**src/rtl/uart_tx_pkg.sv**
```systemverilog
// uart_tx_pkg: frame-sequencer state, mux_sel encodings and default width (STOP2 only with UART_TX_CTRL_TWO_STOP_EN)
package uart_tx_pkg;
  localparam int DATA_WIDTH_DEF = 8;
  localparam logic [1:0] MUX_START = 2'b00;
  localparam logic [1:0] MUX_STOP  = 2'b01;
  localparam logic [1:0] MUX_DATA  = 2'b10;
  localparam logic [1:0] MUX_PAR   = 2'b11;
  typedef enum logic [2:0] {IDLE, START, DATA, PARITY, STOP
`ifdef UART_TX_CTRL_TWO_STOP_EN
    , STOP2
`endif
  } state_t;
  function automatic logic [1:0] mux_of(state_t s);
    return s == START ? MUX_START : s == DATA ? MUX_DATA : s == PARITY ? MUX_PAR : MUX_STOP;
  endfunction
endpackage

```
**src/rtl/uart_tx_watchdog.sv**
```systemverilog
// uart_tx_watchdog: counts DATA cycles and flags the last one allowed before a serializer timeout
module uart_tx_watchdog #(
  parameter int DATA_WIDTH    = 8,
  parameter int TIMEOUT_SLACK = 2
) (
  input  logic CLK,
  input  logic RST,
  input  logic clr,
  input  logic en,
  output logic expire
);
  localparam int LIMIT = DATA_WIDTH + TIMEOUT_SLACK;
  localparam int W = $clog2(LIMIT + 1);
  logic [W-1:0] cnt;
  always_ff @(posedge CLK)
    cnt <= (RST || clr) ? '0 : en ? cnt + 1'b1 : cnt;
  // cnt holds completed DATA cycles, so the current one is the LIMIT-th when cnt == LIMIT-1
  assign expire = en && cnt == W'(LIMIT - 1);
endmodule

```
**src/rtl/uart_tx_ctrl.sv**
```systemverilog
// uart_tx_ctrl: UART frame sequencer driving serializer load/shift and output mux select
// UART_TX_CTRL_TWO_STOP_EN adds the STOP2_EN input and a second stop bit.
module uart_tx_ctrl
  import uart_tx_pkg::*;
#(
  parameter int DATA_WIDTH    = DATA_WIDTH_DEF,
  parameter int TIMEOUT_SLACK = 2
) (
  input  logic       CLK,
  input  logic       RST,
  input  logic       Data_Valid,
  input  logic       PAR_EN,
  input  logic       PAR_TYP,
  input  logic       ser_done,
`ifdef UART_TX_CTRL_TWO_STOP_EN
  input  logic       STOP2_EN,
`endif
  output logic       ser_load,
  output logic       ser_en,
  output logic [1:0] mux_sel,
  output logic       par_typ_lat,
  output logic       busy,
  output logic       err_timeout
);
  state_t state, nxt;
  logic par_en_q, expire, last_stop;
`ifdef UART_TX_CTRL_TWO_STOP_EN
  logic stop2_q;
  assign last_stop = state == STOP2 || (state == STOP && !stop2_q);
`else
  assign last_stop = state == STOP;
`endif
  assign ser_load = !RST && Data_Valid && (state == IDLE || last_stop);
  uart_tx_watchdog #(.DATA_WIDTH(DATA_WIDTH), .TIMEOUT_SLACK(TIMEOUT_SLACK)) u_wd (
    .CLK(CLK), .RST(RST), .clr(state != DATA), .en(state == DATA), .expire(expire)
  );
  always_comb begin
    nxt = state;
    case (state)
      IDLE:    nxt = ser_load ? START : IDLE;
      START:   nxt = DATA;
      DATA:    nxt = ser_done ? (par_en_q ? PARITY : STOP) : expire ? STOP : DATA;
      PARITY:  nxt = STOP;
`ifdef UART_TX_CTRL_TWO_STOP_EN
      STOP:    nxt = stop2_q ? STOP2 : ser_load ? START : IDLE;
`endif
      default: nxt = ser_load ? START : IDLE;
    endcase
  end
  // outputs are registered from the next state so they line up with the state they describe
  always_ff @(posedge CLK) begin
    if (RST) begin
      state       <= IDLE;
      ser_en      <= 1'b0;
      mux_sel     <= MUX_STOP;
      par_typ_lat <= 1'b0;
      busy        <= 1'b0;
      err_timeout <= 1'b0;
      par_en_q    <= 1'b0;
`ifdef UART_TX_CTRL_TWO_STOP_EN
      stop2_q     <= 1'b0;
`endif
    end else begin
      state       <= nxt;
      ser_en      <= nxt == DATA;
      mux_sel     <= mux_of(nxt);
      busy        <= nxt != IDLE;
      err_timeout <= state == DATA && !ser_done && expire;
      if (ser_load) begin
        par_en_q    <= PAR_EN;
        par_typ_lat <= PAR_TYP;
`ifdef UART_TX_CTRL_TWO_STOP_EN
        stop2_q     <= STOP2_EN;
`endif
      end
    end
  end
endmodule

```
**config.mk**
```make
export PLATFORM = sky130hd
export DESIGN_NAME = uart_tx_ctrl
export DESIGN_NICKNAME = d
export VERILOG_FILES = /design/src/rtl/uart_tx_pkg.sv /design/src/rtl/uart_tx_watchdog.sv /design/src/rtl/uart_tx_ctrl.sv
export SDC_FILE = /design/constraint.sdc
export NUM_CORES = 1
export LEC_CHECK = 0
export CORE_ASPECT_RATIO = 0.75
export CORE_UTILIZATION = 30
export DETAILED_ROUTE_END_ITERATION = 12
export SLEW_MARGIN = 0
export SYNTH_ARGS = -nofsm -noshare
export SYNTH_HDL_FRONTEND = slang
export SYNTH_SLANG_ARGS = --single-unit
```
**constraint.sdc**
```tcl
create_clock -name CLK -period 1.3 [get_ports CLK]
set_input_delay 0.26 -clock CLK [delete_from_list [all_inputs] [get_ports CLK]]
set_output_delay 0.26 -clock CLK [all_outputs]
set_load 0.02 [all_outputs]
```
==> impl_metrics.toml <==
[outcome]
status = "complete, but fails checks"
failed_checks = "setup timing"

[route]
wire_per_inst_um = 10.5
drt_iter0_drc = 7
ant_nets = 0
dr.pass1.iters = 4
via_per_inst = 4.52
via_count = 443
drc = 0
routed_wirelength_um = 1030

[global_routing]
antenna_found_initial = 0
grt_pass1_wl_um = 1590
grt_pass1_vias = 367
track_usage_pct = 12.1
gr-total-overflow = 0
grt_max_degree = 10

[power_and_ir_drop]
internal-power_mw = 0.707
power.density_nw_per_um2 = 1250
total_power_mw = 0.979
p_switching_mw = 0.272
switching_share_pct = 27.8
seqPwrFrac_pct = 50.8
ir_drop_v = 0.000556
p_leak_nw = 0.373
comb_power_share_pct = 25.8
pwr-share-clk_pct = 23.4

[placement]
place_congestion = 0.762
placed_cells_incl_taps = 95
dp_hpwl_um = 795
numPortBuffers = 12
place_area_sq_um = 746

[timing]
fmax_ghz = 0.761
relSlewSlack_pct = 76.6
hold-worst-slack_ps = 386
rsz0062_at_grt = "yes"
setup_viol = 1
period_needed_ps = 1310
tightest_slew_ps = 349
worst_slack_ps = -14.6
worst_clock_skew_ps = 4.24
finalHoldViolations = 0
fin_crit_sh_pct = 101
slew_violations = 0

[layout]
design_area_sq_um = 785
finalNetCount = 86
area_growth_pct = 42.2
drive_gt1_share_pct = 25.0
antenna_cells = 0
fillCellCount = 186
stdcell_count = 98
final_util_pct = 45.5

[floorplanning]
die_w_um = 51.5
start_util_pct = 32.0
core_sq_um = 1720
die-area_sq_um = 2020
fp-row-count = 13
design.portCount = 13
die_y_um = 39.1

[cts]
cts_buffer_depth = 2
cts_sinks = 14
cts.reportedPaths.clkPinSlew_ps = 80
cts_tree = "done"
clk_latency_ps = 270
clock-root-buffer = "clkbuf_4"
htreeDepth = 1
numCtsBuffers = 3

[worst_hold_path]
min_path_type = "input pin to flip-flop"

[critical_path]
crit_buf_inv = 1
crit_fanout = 2
cp.arrival_ps = 1050
critPathCaptureType = "output pin"
path_cells = "nor4b_4, buf_4"
cp_top_family = "flip-flops"
start_kind = "flip-flop"
worst-setup-path-type = "flip-flop to output pin"
slowest_delay_ps = 340
required_ps = 1040
crit_slowest_cell = "dfxtp_2"

[synthesis]
yosysWarnings = 0
async_flop_share_pct = 0
synth.avg_cell_area_sq_um = 10.0
synth-seq-cells = 14
synth_nets = 63
synth.cell_area_sq_um = 552
synth_edf_count = 0
synth-main-ff-cell = "dfxtp_1"
postSynthCellCount = 55
ys_seq_area_share_pct = 50.8
ys_types = 26

[flow_run]
max_cap_viol_count = 0
[cell families (layout without fill, tap and decap cells)]
family,count (synthesis),after routing,share of synthesized area [%]
compound gates,10,10,11.8
fa+ha+maj,2,2,4.53
xor+xnor,2,2,3.18
simple gates,18,18,18.4
buf+inv,7,28,7.71
mux,2,2,3.63
flops,14,14,50.8
[final cells by class]
type | count | area (sq um) | area share, %
clock buffers | 3 | 22.5 | 2.87
inverters | 4 | 15.0 | 1.91
multi-input cells | 34 | 250 | 31.9
flip-flops and latches | 14 | 283 | 36.0
well taps | 22 | 27.5 | 3.51
repair buffers | 21 | 186 | 23.8
[per-stage QoR]
step / worst slack, ps / TNS (ps)
floorplan: 11.0 / 0
global placement: -547 / -3070
detailed placement: -592 / -3380
CTS: -149 / -154
global route: -73.6 / -73.6
finish: -14.6 / -14.6
[worst paths after layout]
kind	from	to	depth (start not counted)	slack (ps)
worst max-delay path	state[1]$_SDFF_PP0_	ser_load	2	-10
worst min-delay path	RST	par_en_q$_SDFFE_PP0P_	3	390
worst max register to register	state[0]$_SDFF_PP0_	mux_sel[1]$_SDFF_PP0_	3	50
worst min register to register	u_wd.cnt[0]$_SDFFE_PP0N_	u_wd.cnt[0]$_SDFFE_PP0N_	1	480
[flip-flops by register name (all words and copies together) (netlist names)]
name	cells
u_wd.cnt	4
state	3
mux_sel	2
busy	1
err_timeout	1
par_en_q	1
par_typ_lat	1
ser_en	1
[power groups by stage]
stage | combinational [mW] | sequential (mW) | clock [mW]
6_report | 0.252 | 0.498 | 0.229
3_3_place_gp | 0.255 | 0.502 | 0
4_1_cts | 0.248 | 0.493 | 0.244
5_1_grt | 0.277 | 0.504 | 0.271
2_1_floorplan | 0.118 | 0.531 | 0
3_5_place_dp | 0.259 | 0.503 | 0
[worst min-delay path: cells and delay by family]
family                 cells  cell delay [ps]
and+or+nand+nor            1               40
buffers and inverters      2              310
[placed cells by master (no fill, tap or decap)]
master / Yosys / final
dfxtp_2: 0 / 2
nand2_1: 2 / 2
o21ai_0: 3 / 1
o211a_1: 1 / 1
xnor2_1: 1 / 1
o22ai_2: 0 / 1
o21a_1: 1 / 1
or4_4: 1 / 1
clkdlybuf4s50_1: 0 / 3
inv_2: 1 / 1
nor3_1: 1 / 1
nand2b_1: 1 / 1
a21oi_1: 1 / 1
inv_1: 3 / 3
nand4bb_1: 1 / 1
o22ai_1: 2 / 1
ha_1: 2 / 2
a31oi_1: 1 / 1
dfxtp_1: 14 / 12
nor4b_4: 0 / 1
nor2_1: 8 / 8
nor3b_1: 1 / 1
xor2_1: 1 / 1
buf_6: 2 / 1
nand4b_1: 1 / 1
a211o_1: 1 / 1
dlymetal6s2s_1: 0 / 2
o21ai_1: 0 / 2
nand3_1: 1 / 1
buf_4: 0 / 9
dlygate4sd2_1: 0 / 6
mux2i_1: 2 / 2
clkbuf_4: 0 / 3
[synth_stat cells (2+ instances only)]
| library cell | n | share of area (%) |
|---|---|---|
| o21ai_0 | 3 | 2.7 |
| inv_1 | 3 | 2.0 |
| nor2_1 | 8 | 5.4 |
| o22ai_1 | 2 | 2.3 |
| ha_1 | 2 | 4.5 |
| nand2_1 | 2 | 1.4 |
| dfxtp_1 | 14 | 51 |
| buf_6 | 2 | 4.1 |
| mux2i_1 | 2 | 3.6 |
[what timing repair did]
item                                    4_1_cts  5_1_grt
gates resized for setup                      13        8
endpoints found under the setup margin        9       10
buffers inserted                              0        0
pin swaps                                     0        4
hold buffers                                  0        0
[routing by layer]
metal  track usage (%)  wire, um
met5                 0         0
met4              4.05         0
met3              8.24        51
met2              18.2       451
met1              13.6       528
Power figures use the tool's default switching activity.
